File: src/rtl/draw_pkg.sv
// Shared screen geometry, pixel field widths and arbiter state encoding
// for the VGA drawing engines.
package draw_pkg;

    localparam int SCREEN_W = 160;
    localparam int SCREEN_H = 120;
    localparam int X_W      = $clog2(SCREEN_W);
    localparam int Y_W      = $clog2(SCREEN_H);
    localparam int COLOR_W  = 3;

    typedef enum logic [1:0] {
        IDLE,
        ACTIVE,
        RELEASE
    } arb_state_t;

endpackage

File: src/rtl/rr_pick.sv
// Combinational round-robin selector: the first set request found scanning
// upward from ptr+1 and wrapping, so ptr itself has the lowest priority.
module rr_pick #(
    parameter int NUM_REQ = 4,
    parameter int IDX_W   = (NUM_REQ > 1) ? $clog2(NUM_REQ) : 1
) (
    input  logic [NUM_REQ-1:0] req,
    input  logic [IDX_W-1:0]   ptr,
    output logic [IDX_W-1:0]   winner,
    output logic               valid
);

    logic [IDX_W-1:0] idx;

    // Scan from the farthest offset down so the nearest hit is written last and wins.
    always_comb begin
        valid  = 1'b0;
        winner = '0;
        idx    = '0;
        for (int k = NUM_REQ; k >= 1; k--) begin
            idx = IDX_W'((int'(ptr) + k) % NUM_REQ);
            if (req[idx]) begin
                valid  = 1'b1;
                winner = idx;
            end
        end
    end

endmodule

File: src/rtl/draw_port_arbiter.sv
// Shares the single VGA pixel write port among NUM_REQ draw engines with a
// round-robin grant held until the owner finishes, aborts or times out.
module draw_port_arbiter #(
    parameter int NUM_REQ = 4,
    parameter int X_W     = draw_pkg::X_W,
    parameter int Y_W     = draw_pkg::Y_W,
    parameter int COLOR_W = draw_pkg::COLOR_W,
    parameter int TIMEOUT = 1024
) (
    input  logic                       clk,
    input  logic                       rst_n,
    input  logic [NUM_REQ-1:0]         req,
    input  logic [NUM_REQ-1:0]         done,
    input  logic [NUM_REQ*X_W-1:0]     req_x,
    input  logic [NUM_REQ*Y_W-1:0]     req_y,
    input  logic [NUM_REQ*COLOR_W-1:0] req_color,
    input  logic [NUM_REQ-1:0]         req_plot,
    output logic [NUM_REQ-1:0]         grant,
    output logic [X_W-1:0]             x_out,
    output logic [Y_W-1:0]             y_out,
    output logic [COLOR_W-1:0]         color_out,
    output logic                       plot_out,
    output logic                       busy,
    output logic                       timeout_err
);

    import draw_pkg::*;

    localparam int IDX_W = (NUM_REQ > 1) ? $clog2(NUM_REQ) : 1;
    localparam int CNT_W = $clog2(TIMEOUT);
    localparam logic [CNT_W-1:0] CNT_LAST = CNT_W'(TIMEOUT - 1);

    arb_state_t       state;
    arb_state_t       next_state;
    logic [IDX_W-1:0] ptr;
    logic [IDX_W-1:0] owner;
    logic [IDX_W-1:0] winner;
    logic             win_valid;
    logic [CNT_W-1:0] cnt;
    logic             timed_out;
    logic             owner_exit;

    rr_pick #(
        .NUM_REQ (NUM_REQ),
        .IDX_W   (IDX_W)
    ) u_pick (
        .req    (req),
        .ptr    (ptr),
        .winner (winner),
        .valid  (win_valid)
    );

    assign timed_out  = (cnt == CNT_LAST);
    assign owner_exit = done[owner] | ~req[owner] | timed_out;
    assign busy       = (state != IDLE);

    always_ff @(posedge clk or negedge rst_n) begin
        if (!rst_n) state <= IDLE;
        else        state <= next_state;
    end

    always_comb begin
        next_state = state;
        case (state)
            IDLE:    if (win_valid)  next_state = ACTIVE;
            ACTIVE:  if (owner_exit) next_state = RELEASE;
            RELEASE: next_state = IDLE;
            default: next_state = IDLE;
        endcase
    end

    // The cycle that sees the owner's done still forwards its pixel; RELEASE then quiets the port.
    always_ff @(posedge clk or negedge rst_n) begin
        if (!rst_n) begin
            grant       <= '0;
            owner       <= '0;
            ptr         <= IDX_W'(NUM_REQ - 1);
            x_out       <= '0;
            y_out       <= '0;
            color_out   <= '0;
            plot_out    <= 1'b0;
            cnt         <= '0;
            timeout_err <= 1'b0;
        end else begin
            case (state)
                IDLE: begin
                    plot_out <= 1'b0;
                    cnt      <= '0;
                    if (win_valid) begin
                        grant <= NUM_REQ'(1) << winner;
                        owner <= winner;
                        ptr   <= winner;
                    end
                end
                ACTIVE: begin
                    x_out     <= req_x[owner*X_W +: X_W];
                    y_out     <= req_y[owner*Y_W +: Y_W];
                    color_out <= req_color[owner*COLOR_W +: COLOR_W];
                    plot_out  <= req_plot[owner];
                    if (!timed_out)  cnt <= cnt + 1'b1;
                    if (timed_out)   timeout_err <= 1'b1;
                    if (owner_exit)  grant <= '0;
                end
                default: begin
                    grant    <= '0;
                    plot_out <= 1'b0;
                    cnt      <= '0;
                end
            endcase
        end
    end

endmodule

File: config.mk
export PLATFORM = sky130hd
export DESIGN_NAME = draw_port_arbiter
export DESIGN_NICKNAME = d
export VERILOG_FILES = /design/src/rtl/draw_pkg.sv /design/src/rtl/rr_pick.sv /design/src/rtl/draw_port_arbiter.sv
export SDC_FILE = /design/constraint.sdc
export NUM_CORES = 1
export LEC_CHECK = 0
export BUFFER_PORTS_ARGS = -buffer_cell sky130_fd_sc_hd__buf_4
export CORE_MARGIN = 2
export CORE_UTILIZATION = 35
export CTS_CLUSTER_DIAMETER = 80
export DETAILED_ROUTE_END_ITERATION = 8
export PLACE_DENSITY = 0.69
export SYNTH_ARGS = -nofsm -noshare
export SYNTH_HDL_FRONTEND = slang
export SYNTH_SLANG_ARGS = --single-unit
export TNS_END_PERCENT = 100
File: constraint.sdc
create_clock -name clk -period 2.35 [get_ports clk]
set_clock_uncertainty 0.2 [all_clocks]
set_input_delay 0.47 -clock clk [delete_from_list [all_inputs] [get_ports clk]]
set_output_delay 0.47 -clock clk [all_outputs]
set_load 0.005 [all_outputs]
==> impl_table.tex, run 1 <==
\begin{tabular}{lr}
\hline
Metric & Value \\
\hline
\multicolumn{2}{l}{\textbf{Layout}} \\
\quad Final cell count without fillers & 401 \\
\quad Count of antenna diodes in the layout & 0 \\
\quad Most frequent standard cell in the layout excluding fill and tap cells & sky130\_fd\_sc\_hd\_\_buf\_4 \\
\quad Nets & between 400 and 500 \\
\quad Fill cell count & roughly 590 \\
\quad Commonest cells after routing, fill and taps aside & 115 x sky130\_fd\_sc\_hd\_\_buf\_4, 60 x sky130\_fd\_sc\_hd\_\_nand2\_1, 38 x sky130\_fd\_sc\_hd\_\_dfrtp\_1 \\
\quad Area of all sequential standard cells & 1000 um2 \\
\quad Synth-to-layout area growth & 46.1\% \\
\quad Fraction of final layout cells sized beyond drive strength 1 & around half \\
\quad Post-route core utilization & 52.7\% \\
\quad Multi-input logic area & 1230 um2 \\
\multicolumn{2}{l}{\textbf{Global routing}} \\
\quad Initial antenna violation count & 0 \\
\quad Pin count of the biggest net entering global routing & 41 \\
\quad First-pass GRT wire length & just under 10000 um \\
\quad Vias in the first global route & a little over 2000 \\
\quad All-layer global routing usage & around 17\% \\
\quad Overflow left after global routing & 0 \\
\multicolumn{2}{l}{\textbf{Drt}} \\
\quad Detailed Route Iter0 Violations & 75 \\
\quad Routed wire length & slightly below 6000 um \\
\quad Count of vias placed by the detailed router & 2040 \\
\quad Initial DRT Pass Iterations & 7 \\
\quad Highest metal layer with signal wires & met4 \\
\quad Met2 WL & $\sim$2900 um \\
\quad Total met3 wirelength after detailed routing & 443 um \\
\quad Via-to-Cell Ratio & $\sim$5.1 \\
\quad Met1 routed wirelength after detailed routing & 2460 um \\
\quad Remaining antenna violation count & 0 \\
\quad Remaining routing DRC violations & 0 \\
\quad Routed len/inst & between 10 and 15 um \\
\multicolumn{2}{l}{\textbf{Floorplan}} \\
\quad Floorplan die area & just over 7000 um2 \\
\quad Standard-cell rows & 29 \\
\quad Area inside the core boundary & 6350 um2 \\
\quad Vertical extent of the die & between 80 and 90 um \\
\quad Number of I/O pins & between 100 and 150 \\
\quad Starting Density & between 30\% and 40\% \\
\quad Die boundary width & 84.9 um \\
\multicolumn{2}{l}{\textbf{STA}} \\
\quad Slew at the pin with the worst max-slew slack & 0.526 ns \\
\quad Setup repair after global routing missed its margin & no \\
\quad Final Hold Viols & 0 \\
\quad Total negative slack for setup checks & 0 ns \\
\quad Final worst-path cycle share & slightly above 80\% \\
\quad Slew Limit Headroom & roughly two thirds \\
\quad Crit path time final & around 1.9 ns \\
\quad Total setup violations reported at the end of the flow & 0 \\
\quad Fmax & 518 MHz \\
\quad Worst hold-check slack & between 0.2 and 0.3 ns \\
\quad Max-slew violation count & 0 \\
\multicolumn{2}{l}{\textbf{Worst hold path}} \\
\quad Hold crit path type & flop to flop \\
\multicolumn{2}{l}{\textbf{Clock network}} \\
\quad Sinks on the clock net & 40 \\
\quad Library cell used as clock root buffer & sky130\_fd\_sc\_hd\_\_clkbuf\_8 \\
\quad Number of gates resized after CTS & 0 \\
\quad Buffers from clock root to sink, at most & 2 \\
\quad TritonCTS clock tree & done \\
\quad Number of levels the H-tree was split into & 2 \\
\quad Clock Latency Late Sink & a little under 0.3 ns \\
\quad CTS clk-pin slew, worst paths & $\sim$0.08 ns \\
\quad Number of buffers created by CTS & 5 \\
\multicolumn{2}{l}{\textbf{Worst setup path}} \\
\quad Maximum fanout along the worst path & 3 \\
\quad Type of origin of the critical path & flop \\
\quad Type of destination of the critical path & output port \\
\quad Crit Path Category & flop to output port \\
\quad Signal arrival time at the worst endpoint & roughly 1.3 ns \\
\quad Data required, critical path & about 1.7 ns \\
\multicolumn{2}{l}{\textbf{Yosys}} \\
\quad Cell count after synthesis & 210 \\
\quad Flip-flop and latch count after synthesis & 40 \\
\quad Cell variety after synth & 48 \\
\quad Yosys top cell by area & sky130\_fd\_sc\_hd\_\_dfrtp\_1 \\
\quad Average footprint of a synthesized cell & 10.9 um2 \\
\quad Share of synthesized area occupied by flip-flops and latches & 43.8\% \\
\quad Top cells by area, synth & sky130\_fd\_sc\_hd\_\_dfrtp\_1 42\%, sky130\_fd\_sc\_hd\_\_mux4\_2 20\%, sky130\_fd\_sc\_hd\_\_nand2\_1 9.8\% \\
\quad Total nets after synthesis & roughly 300 \\
\quad Area fraction of the dominant cell type after synthesis & between 40\% and 50\% \\
\quad Post-synthesis instance area & roughly 2300 um2 \\
\quad Count of warnings emitted by yosys & 0 \\
\multicolumn{2}{l}{\textbf{Placed design}} \\
\quad Total of buffers placed on input and output ports & 110 \\
\quad Final RePlAce weighted congestion & around 0.76 \\
\quad Cells after DPL & 392 \\
\quad Detail Placement HPWL & between 4000 and 5000 um \\
\multicolumn{2}{l}{\textbf{Pwr}} \\
\quad Power Dens Cells & 1040 nW/um2 \\
\quad Worst-case vdd ir drop & a little under 0.6 mV \\
\quad P\_leak & between 1.5 and 2 nW \\
\multicolumn{2}{l}{\textbf{Run status}} \\
\quad Outcome & finished clean \\
\multicolumn{2}{l}{\textbf{Job}} \\
\quad Count of max-cap constraint violations & 0 \\
\hline
\end{tabular}
routing by layer:
layer / global-route usage, % / vias to the layer above
met3: 5.06 / 9
met5: 0 / -
li1: - / 976
met2: 26.8 / 86
met4: 4.76 / 0
met1: 22.3 / 969
final cells by class:
type	instances	area share, %
Inverter	6	0.673
Multi-Input combinational cell	154	36.6
Clock inverter	1	0.897
Clock buffer	7	2.88
Timing Repair Buffer	116	26.1
Sequential cell	40	30.0
Tap cell	77	2.88
cells by family (layout without fill, tap and decap cells):
family,Yosys count,in the layout,synth area share (%)
flip-flops,40,40,43.8
multiplexers,25,25,22.0
adder cells (fa/ha/maj),1,1,0.546
XOR/XNOR,4,4,1.53
AO/OA/AOI/OAI,25,25,9.23
AND/OR/NAND/NOR,99,99,20.2
buffers and inverters,16,130,2.78
worst paths after layout:
kind                                               from                       to  slack (ns)  cells past startpoint
worst max-delay path               state[0]$_DFFE_PN0P_                     busy        0.42                      3
worst max register to register       cnt[0]$_DFFE_PN0N_       cnt[1]$_DFFE_PN0N_        0.55                      5
worst min register to register  timeout_err$_DFFE_PN0P_  timeout_err$_DFFE_PN0P_        0.26                      1
worst min-delay path            timeout_err$_DFFE_PN0P_  timeout_err$_DFFE_PN0P_        0.26                      1
min in group asynchronous                         rst_n  timeout_err$_DFFE_PN0P_        0.49                      2
max in group asynchronous                         rst_n       ptr[1]$_DFFE_PN1P_        1.09                      2
state kept, by name, indices dropped and copies added (netlist names):
register     flops
color_out        3
y_out            7
timeout_err      1
owner            2
grant            4
state            2
plot_out         1
ptr              2
x_out            8
cnt             10
where the power goes:
group	switching, mW	internal (mW)
Sequential	0.178	0.962
Combinational	0.794	0.932
Clock	0.238	0.375
Total	1.21	2.27
worst max-delay path: stages, from the launching register on:
cell	delay [ns]
sky130_fd_sc_hd__dfrtp_1	0.39
sky130_fd_sc_hd__nor2_1	0.29
sky130_fd_sc_hd__inv_1	0.13
sky130_fd_sc_hd__buf_4	0.16
synthesized netlist by cell type, drive strengths merged:
library cell,n
nand2,61
dfrtp,38
mux4,20
nor2,12
nor2b,7
clkbuf,6
inv,6
a31oi,4
buf,4
nand3,4
a21o,3
a21oi,3
mux2i,3
o21ai,3
xnor2,3
a41o,2
and2,2
dfstp,2
mux2,2
nand2b,2
nor3,2
nor4,2
o2bb2ai,2
a211oi,1
a21boi,1
and3,1
and3b,1
and4,1
ha,1
nand4,1
o211ai,1
o22a,1
o22ai,1
o31a,1
o31ai,1
o32ai,1
or2,1
or2b,1
or4,1
xor2,1
stage by stage:
stage               power [mW]  area (um2)  setup WS, ns
finish                    3.48        3350         0.419
global route              3.78        3350         0.354
CTS                       3.53        3350         0.412
detailed placement        2.91        3210         0.382
global placement          2.88        3210         0.400
floorplan                 2.21        2290         0.557
repair_timing:
| action | in CTS | in global routing |
|---|---|---|
| endpoints found under the setup margin | 0 | 0 |
| buffers inserted | 0 | 0 |
| hold buffers | 1 | 0 |
| hold endpoints to repair | 38 | 0 |
No activity file was read; power rests on OpenSTA's default activity.
==> run 2, diff against run 1 <==
- clock period: 2.35 -> 2 ns (I/O delays scaled with it)
==> run 2 against run 1 <==
Against the previous run: first-iteration DRC count increased by 11%; sequential power grew 17%; final area hardly changed; register-to-register slack worse by 0.30 ns; critical path depth unchanged; cell count increased by 0.75%; global-route usage rose by 0.24 points; wire length increased by 0.48%; largest cell class unchanged; largest power group unchanged; combinational power rose by 22%; setup slack got worse by 0.27 ns; critical endpoint unchanged; utilization hardly changed; total power grew 14%.
==> impl_table.tex, run 2 (synthesis gave the netlist of run 1 again) <==
\begin{tabular}{lr}
\hline
Metric & Value \\
\hline
\multicolumn{2}{l}{\textbf{Run status}} \\
\quad Outcome & finished clean \\
\multicolumn{2}{l}{\textbf{STA}} \\
\quad Total setup violations reported at the end of the flow & 0 (unchanged) \\
\quad Fmax & around 540 MHz \\
\quad Worst hold-check slack & 0.267 ns (+0.00266 ns) \\
\quad Total negative slack for setup checks & 0 ns (unchanged) \\
\quad Crit path time final & between 1.5 and 2 ns \\
\quad Final Hold Viols & 0 (unchanged) \\
\quad Setup repair after global routing missed its margin & no \\
\quad Final worst-path cycle share & slightly above 90\% \\
\quad Slew Limit Headroom & 66.1\% (+1.2 points) \\
\quad Slew at the pin with the worst max-slew slack & 0.508 ns (-0.0176 ns) \\
\quad Max-slew violation count & 0 (unchanged) \\
\multicolumn{2}{l}{\textbf{Layout}} \\
\quad Final cell count without fillers & 404 (+0.75\%) \\
\quad Commonest cells after routing, fill and taps aside & 118 x sky130\_fd\_sc\_hd\_\_buf\_4, 60 x sky130\_fd\_sc\_hd\_\_nand2\_1, 38 x sky130\_fd\_sc\_hd\_\_dfrtp\_1 \\
\quad Design Area, Final & 3350 um2 (about the same) \\
\quad Flip-flop count of the largest register after layout & 10 (unchanged) \\
\quad Fill cell count & 590 (+0.85\%) \\
\quad Largest registers & cnt: 10 flops, x\_out: 8 flops, y\_out: 7 flops \\
\quad Fraction of final layout cells sized beyond drive strength 1 & 49.5\% (+0.47 points) \\
\quad Largest reg by FF count & cnt \\
\quad Nets & 414 (+0.98\%) \\
\quad Most frequent standard cell in the layout excluding fill and tap cells & sky130\_fd\_sc\_hd\_\_buf\_4 \\
\quad Count of antenna diodes in the layout & 0 (unchanged) \\
\quad Synth-to-layout area growth & 46.0\% (about the same) \\
\multicolumn{2}{l}{\textbf{Pwr}} \\
\quad Combinational Power Share & 53.3\% (+3.7 points) \\
\quad Power Dens Cells & 1180 nW/um2 (+14\%) \\
\quad Portion of total power attributed to the clock network & 13.0\% (-4.6 points) \\
\quad Register share of total power & 33.6\% (+0.8 points) \\
\quad P\_leak & 1.63 nW (about the same) \\
\quad Switching Share & 36.2\% (+1.5 points) \\
\quad Worst-case vdd ir drop & 0.734 mV (+27\%) \\
\quad Internal Dissipation & 2.53 mW (+11\%) \\
\quad Net switching component of the power & 1.44 mW (+19\%) \\
\multicolumn{2}{l}{\textbf{Global routing}} \\
\quad Pin count of the biggest net entering global routing & 41 (unchanged) \\
\quad Initial antenna violation count & 0 (unchanged) \\
\quad Overflow left after global routing & 0 (unchanged) \\
\quad Vias in the first global route & 2188 (+7.1\%) \\
\quad First-pass GRT wire length & 9780 um (+1.0\%) \\
\quad All-layer global routing usage & 17.0\% (+0.24 points) \\
\multicolumn{2}{l}{\textbf{Clock network}} \\
\quad Library cell used as clock root buffer & sky130\_fd\_sc\_hd\_\_clkbuf\_8 \\
\quad Clock Latency Late Sink & 0.29 ns (about the same) \\
\quad Number of levels the H-tree was split into & 2 (unchanged) \\
\quad Sinks on the clock net & 40 (unchanged) \\
\quad CTS clk-pin slew, worst paths & 0.08 ns (about the same) \\
\quad Number of buffers created by CTS & 5 (unchanged) \\
\quad TritonCTS clock tree & done \\
\quad Number of gates resized after CTS & 0 (unchanged) \\
\quad Buffers from clock root to sink, at most & 2 (unchanged) \\
\multicolumn{2}{l}{\textbf{Floorplan}} \\
\quad Standard-cell rows & 29 (unchanged) \\
\quad Area inside the core boundary & 6350 um2 (unchanged) \\
\quad Starting Density & 36.1\% (unchanged) \\
\quad Die boundary width & 84.9 um (unchanged) \\
\quad Floorplan die area & 7210 um2 (unchanged) \\
\quad Vertical extent of the die & 84.9 um (unchanged) \\
\quad Number of I/O pins & 111 (unchanged) \\
\multicolumn{2}{l}{\textbf{Drt}} \\
\quad Remaining antenna violation count & 0 (unchanged) \\
\quad Count of vias placed by the detailed router & 2030 (-0.49\%) \\
\quad Routed wire length & 5870 um (+0.48\%) \\
\quad Via-to-Cell Ratio & 5.02 (-1.2\%) \\
\quad Remaining routing DRC violations & 0 (unchanged) \\
\quad Routed len/inst & 14.5 um (-0.27\%) \\
\quad Initial DRT Pass Iterations & 4 (-3) \\
\quad Detailed Route Iter0 Violations & 83 (+11\%) \\
\multicolumn{2}{l}{\textbf{Placed design}} \\
\quad Final RePlAce weighted congestion & 0.785 (+3.7\%) \\
\quad Detail Placement HPWL & 4580 um (+1.1\%) \\
\quad Total of buffers placed on input and output ports & 110 (unchanged) \\
\quad Cells after DPL & 396 (+1.0\%) \\
\quad Cell Area, Placed & 3250 um2 (+1.3\%) \\
\multicolumn{2}{l}{\textbf{Worst setup path}} \\
\quad Data required, critical path & 1.40 ns (-0.28 ns) \\
\quad Crit Path Category & flop to output port \\
\quad Type of destination of the critical path & output port \\
\quad Maximum fanout along the worst path & 3 (unchanged) \\
\quad Signal arrival time at the worst endpoint & 1.26 ns (about the same) \\
\quad Type of origin of the critical path & flop \\
\multicolumn{2}{l}{\textbf{Job}} \\
\quad Count of max-cap constraint violations & 0 (unchanged) \\
\multicolumn{2}{l}{\textbf{Worst hold path}} \\
\quad Hold crit path type & flop to flop \\
\hline
\end{tabular}
[run 2: changes by cell type in the layout (fill, tap and decap cells not counted)]
cell,previous run,this run
sky130_fd_sc_hd__buf_4,115,118
sky130_fd_sc_hd__clkinv_2,0,1
sky130_fd_sc_hd__bufinv_16,1,0
sky130_fd_sc_hd__buf_12,0,1
sky130_fd_sc_hd__clkbuf_8,7,5
sky130_fd_sc_hd__clkinvlp_4,0,1
[run 2: power groups by stage]
| stage | sequential [mW] | combinational [mW] | clock (mW) |
|---|---|---|---|
| 2_1_floorplan | 1.33 | 1.27 | 0 |
| 3_3_place_gp | 1.34 | 2.11 | 0 |
| 3_5_place_dp | 1.35 | 2.16 | 0 |
| 4_1_cts | 1.34 | 2.16 | 0.531 |
| 5_1_grt | 1.38 | 2.38 | 0.561 |
| 6_report | 1.33 | 2.11 | 0.516 |
[run 2: critical path, cell delays in order (launching register included)]
cell                      delay, ns
sky130_fd_sc_hd__dfrtp_1       0.39
sky130_fd_sc_hd__nor2_1        0.29
sky130_fd_sc_hd__inv_1         0.13
sky130_fd_sc_hd__buf_4         0.16
[run 2: layer usage]
metal / part of all wire, % / GRT usage, % / vias to the layer above
li1: - / - / 979
met1: 41 / 20.3 / 963
met2: 50 / 29.5 / 79
met3: 7.5 / 5.35 / 9
met4: 1.3 / 5.05 / 0
met5: 0 / 0 / -
[run 2: worst paths after layout]
kind	from	to	slack, ns	cells after the start
worst max-delay path	state[0]$_DFFE_PN0P_	busy	0.14	3
worst min-delay path	timeout_err$_DFFE_PN0P_	timeout_err$_DFFE_PN0P_	0.27	1
worst max register to register	ptr[0]$_DFFE_PN1P_	owner[1]$_DFFE_PN0P_	0.25	4
worst min register to register	timeout_err$_DFFE_PN0P_	timeout_err$_DFFE_PN0P_	0.27	1
max in group asynchronous	rst_n	ptr[1]$_DFFE_PN1P_	0.80	2
min in group asynchronous	rst_n	cnt[3]$_DFFE_PN0N_	0.42	2
[run 2: final cells by class]
| type | instances | area [um2] | share of cell area [%] |
|---|---|---|---|
| Clock buffer | 5 | 68.8 | 2.06 |
| Clock inverter | 2 | 12.5 | 0.374 |
| Inverter | 6 | 22.5 | 0.673 |
| Multi-Input combinational cell | 154 | 1230 | 36.6 |
| Sequential cell | 40 | 1000 | 30.0 |
| Tap cell | 77 | 96.3 | 2.88 |
| Timing Repair Buffer | 120 | 916 | 27.4 |
[run 2: per-stage QoR]
| step | util (%) | worst slack [ns] | total power, mW |
|---|---|---|---|
| after CTS | 52.7 | 0.131 | 4.03 |
| after global routing | 52.7 | 0.0480 | 4.31 |
| final | 52.7 | 0.144 | 3.96 |
| after detailed placement | 51.3 | 0.101 | 3.50 |
| after global placement | 51.3 | 0.121 | 3.45 |
| after floorplan | - | 0.277 | 2.59 |
[run 2: what timing repair did]
item | in CTS | in global routing
endpoints found under the hold margin | 38 | 0
setup buffers | 0 | 0
hold buffers | 1 | 0
==> run 3, diff against run 2 <==
- RECOVER_POWER: not set -> 25
==> run 3 against run 2 <==
Against the previous run: clock-buffer cell count unchanged; total power barely moved; die area is the same; fmax barely moved; combinational power about the same; via count barely moved; register-to-register slack about the same; critical path depth did not move; hold slack did not move; final area hardly changed; setup slack barely moved; largest power group unchanged.
==> impl_table.tex, run 3 (synthesis gave the netlist of run 1 again) <==
\begin{tabular}{lr}
\hline
Metric & Value \\
\hline
\multicolumn{2}{l}{\textbf{Drt}} \\
\quad Remaining antenna violation count & 0 (unchanged) \\
\quad Count of vias placed by the detailed router & 2031 (+0.049\%) \\
\quad Detailed Route Iter0 Violations & 64 (-23\%) \\
\quad Via-to-Cell Ratio & 5.03 (about the same) \\
\quad Routed wire length & 5870 um (about the same) \\
\quad Initial DRT Pass Iterations & 4 (unchanged) \\
\quad Remaining routing DRC violations & 0 (unchanged) \\
\quad Routed len/inst & 14.5 um (about the same) \\
\multicolumn{2}{l}{\textbf{Clock network}} \\
\quad CTS clk-pin slew, worst paths & 0.08 ns (about the same) \\
\quad TritonCTS clock tree & done \\
\quad Clock Latency Late Sink & 0.29 ns (about the same) \\
\quad Number of buffers created by CTS & 5 (unchanged) \\
\quad Buffers from clock root to sink, at most & 2 (unchanged) \\
\quad Sinks on the clock net & 40 (unchanged) \\
\quad Library cell used as clock root buffer & sky130\_fd\_sc\_hd\_\_clkbuf\_8 \\
\quad Number of levels the H-tree was split into & 2 (unchanged) \\
\multicolumn{2}{l}{\textbf{Worst setup path}} \\
\quad Slack of the worst reg-to-reg path & 0.25 ns (about the same) \\
\quad Type of origin of the critical path & flop \\
\quad Crit Path Category & flop to output port \\
\quad Critical path origin & state[0]\$\_DFFE\_PN0P\_ \\
\quad Reg-to-reg startpoint & ptr[0]\$\_DFFE\_PN1P\_ \\
\quad Type of destination of the critical path & output port \\
\quad Maximum fanout along the worst path & 3 (unchanged) \\
\quad Signal arrival time at the worst endpoint & 1.26 ns (about the same) \\
\quad Data required, critical path & 1.40 ns (about the same) \\
\multicolumn{2}{l}{\textbf{Layout}} \\
\quad Fill cell count & 591 (+0.17\%) \\
\quad Most frequent standard cell in the layout excluding fill and tap cells & sky130\_fd\_sc\_hd\_\_buf\_4 \\
\quad Design Area, Final & 3340 um2 (about the same) \\
\quad Synth-to-layout area growth & 45.9\% (about the same) \\
\quad Post-route core utilization & 52.7\% (about the same) \\
\quad Fraction of final layout cells sized beyond drive strength 1 & 49.5\% (unchanged) \\
\quad Count of antenna diodes in the layout & 0 (unchanged) \\
\quad Commonest cells after routing, fill and taps aside & 117 x sky130\_fd\_sc\_hd\_\_buf\_4, 60 x sky130\_fd\_sc\_hd\_\_nand2\_1, 38 x sky130\_fd\_sc\_hd\_\_dfrtp\_1 \\
\quad Largest reg by FF count & cnt \\
\quad Nets & 414 (unchanged) \\
\quad Largest registers & cnt: 10 flops, x\_out: 8 flops, y\_out: 7 flops \\
\quad Flip-flop count of the largest register after layout & 10 (unchanged) \\
\multicolumn{2}{l}{\textbf{Global routing}} \\
\quad Overflow left after global routing & 0 (unchanged) \\
\quad Pin count of the biggest net entering global routing & 41 (unchanged) \\
\quad Vias in the first global route & 2188 (unchanged) \\
\quad All-layer global routing usage & 17.0\% (unchanged) \\
\quad Initial antenna violation count & 0 (unchanged) \\
\quad First-pass GRT wire length & 9780 um (unchanged) \\
\multicolumn{2}{l}{\textbf{Pwr}} \\
\quad Power Dens Cells & 1190 nW/um2 (about the same) \\
\quad P\_leak & 1.63 nW (about the same) \\
\quad Worst-case vdd ir drop & 0.733 mV (about the same) \\
\multicolumn{2}{l}{\textbf{STA}} \\
\quad Setup repair after global routing missed its margin & no \\
\quad Crit path time final & 1.86 ns (+0.0000470 ns) \\
\quad Final worst-path cycle share & 92.8\% (about the same) \\
\quad Max-slew violation count & 0 (unchanged) \\
\quad Total setup violations reported at the end of the flow & 0 (unchanged) \\
\quad Slew at the pin with the worst max-slew slack & 0.989 ns (+0.481 ns) \\
\quad Slew Limit Headroom & 34.1\% (-32 points) \\
\quad Total negative slack for setup checks & 0 ns (unchanged) \\
\quad Worst hold-check slack & 0.267 ns (unchanged) \\
\quad Final Hold Viols & 0 (unchanged) \\
\quad Fmax & 539 MHz (about the same) \\
\multicolumn{2}{l}{\textbf{Worst hold path}} \\
\quad Hold crit path type & flop to flop \\
\quad Startpoint of the worst hold path & timeout\_err\$\_DFFE\_PN0P\_ \\
\multicolumn{2}{l}{\textbf{Floorplan}} \\
\quad Area inside the core boundary & 6350 um2 (unchanged) \\
\quad Die boundary width & 84.9 um (unchanged) \\
\quad Vertical extent of the die & 84.9 um (unchanged) \\
\quad Starting Density & 36.1\% (unchanged) \\
\quad Standard-cell rows & 29 (unchanged) \\
\quad Number of I/O pins & 111 (unchanged) \\
\quad Floorplan die area & 7210 um2 (unchanged) \\
\multicolumn{2}{l}{\textbf{Placed design}} \\
\quad Total of buffers placed on input and output ports & 110 (unchanged) \\
\quad Detail Placement HPWL & 4580 um (unchanged) \\
\quad Cell Area, Placed & 3250 um2 (unchanged) \\
\quad Final RePlAce weighted congestion & 0.785 (unchanged) \\
\multicolumn{2}{l}{\textbf{Run status}} \\
\quad Outcome & finished clean \\
\multicolumn{2}{l}{\textbf{Job}} \\
\quad Count of max-cap constraint violations & 0 (unchanged) \\
\hline
\end{tabular}
==> run 3: changes by cell type in the layout (fill, tap and decap cells not counted) <==
cell                       change
sky130_fd_sc_hd__buf_4         -1
sky130_fd_sc_hd__clkbuf_2      +1
==> run 3: path summary, 6_finish.rpt <==
kind	end	cells after the start
setup / recovery	busy	3
hold / removal	timeout_err$_DFFE_PN0P_	1
setup reg to reg	owner[1]$_DFFE_PN0P_	4
hold reg to reg	timeout_err$_DFFE_PN0P_	1
max in group asynchronous	cnt[7]$_DFFE_PN0N_	2
min in group asynchronous	cnt[3]$_DFFE_PN0N_	2
==> run 3: metal layers <==
layer,global-route usage [%],part of all wire (%),vias up
li1,-,-,979
met2,29.5,50,79
met4,5.05,1.3,0
met5,0,0,-
met1,20.3,41,964
met3,5.35,7.5,9
==> run 3: area by class of cell <==
type / count / area, um2 / share of cell area, %
multi-input combinational: 154 / 1230 / 36.7
sequential: 40 / 1000 / 30.0
timing repair buffer: 120 / 913 / 27.3
tap: 77 / 96.3 / 2.88
clock buffer: 5 / 68.8 / 2.06
inverter: 6 / 22.5 / 0.674
clock inverter: 2 / 12.5 / 0.374
==> run 3: power breakdown <==
group,leakage [nW],internal [mW],switching [mW]
logic,1.08,1.16,0.954
clock network,0.0400,0.236,0.280
registers,0.510,1.13,0.203
total,1.63,2.53,1.44
==> run 3: timing repair <==
item	in CTS	in global routing
hold buffers	1	0
gates resized for setup	0	0
setup buffers	0	0
setup endpoints to repair	0	0
hold endpoints to repair	38	0
==> run 3: stage by stage <==
stage | worst slack, ns | instances | total power, mW
2_1_floorplan | 0.277 | 210 | 2.59
4_1_cts | 0.131 | 404 | 4.03
3_5_place_dp | 0.101 | 396 | 3.50
3_3_place_gp | 0.121 | 396 | 3.45
5_1_grt | 0.0480 | 404 | 4.31
6_report | 0.144 | 404 | 3.96
==> run 3: critical path, cell delays in order, from the launching register on <==
cell and delay [ns]:
sky130_fd_sc_hd__dfrtp_1 0.39, sky130_fd_sc_hd__nor2_1 0.29, sky130_fd_sc_hd__inv_1 0.13, sky130_fd_sc_hd__buf_4 0.16
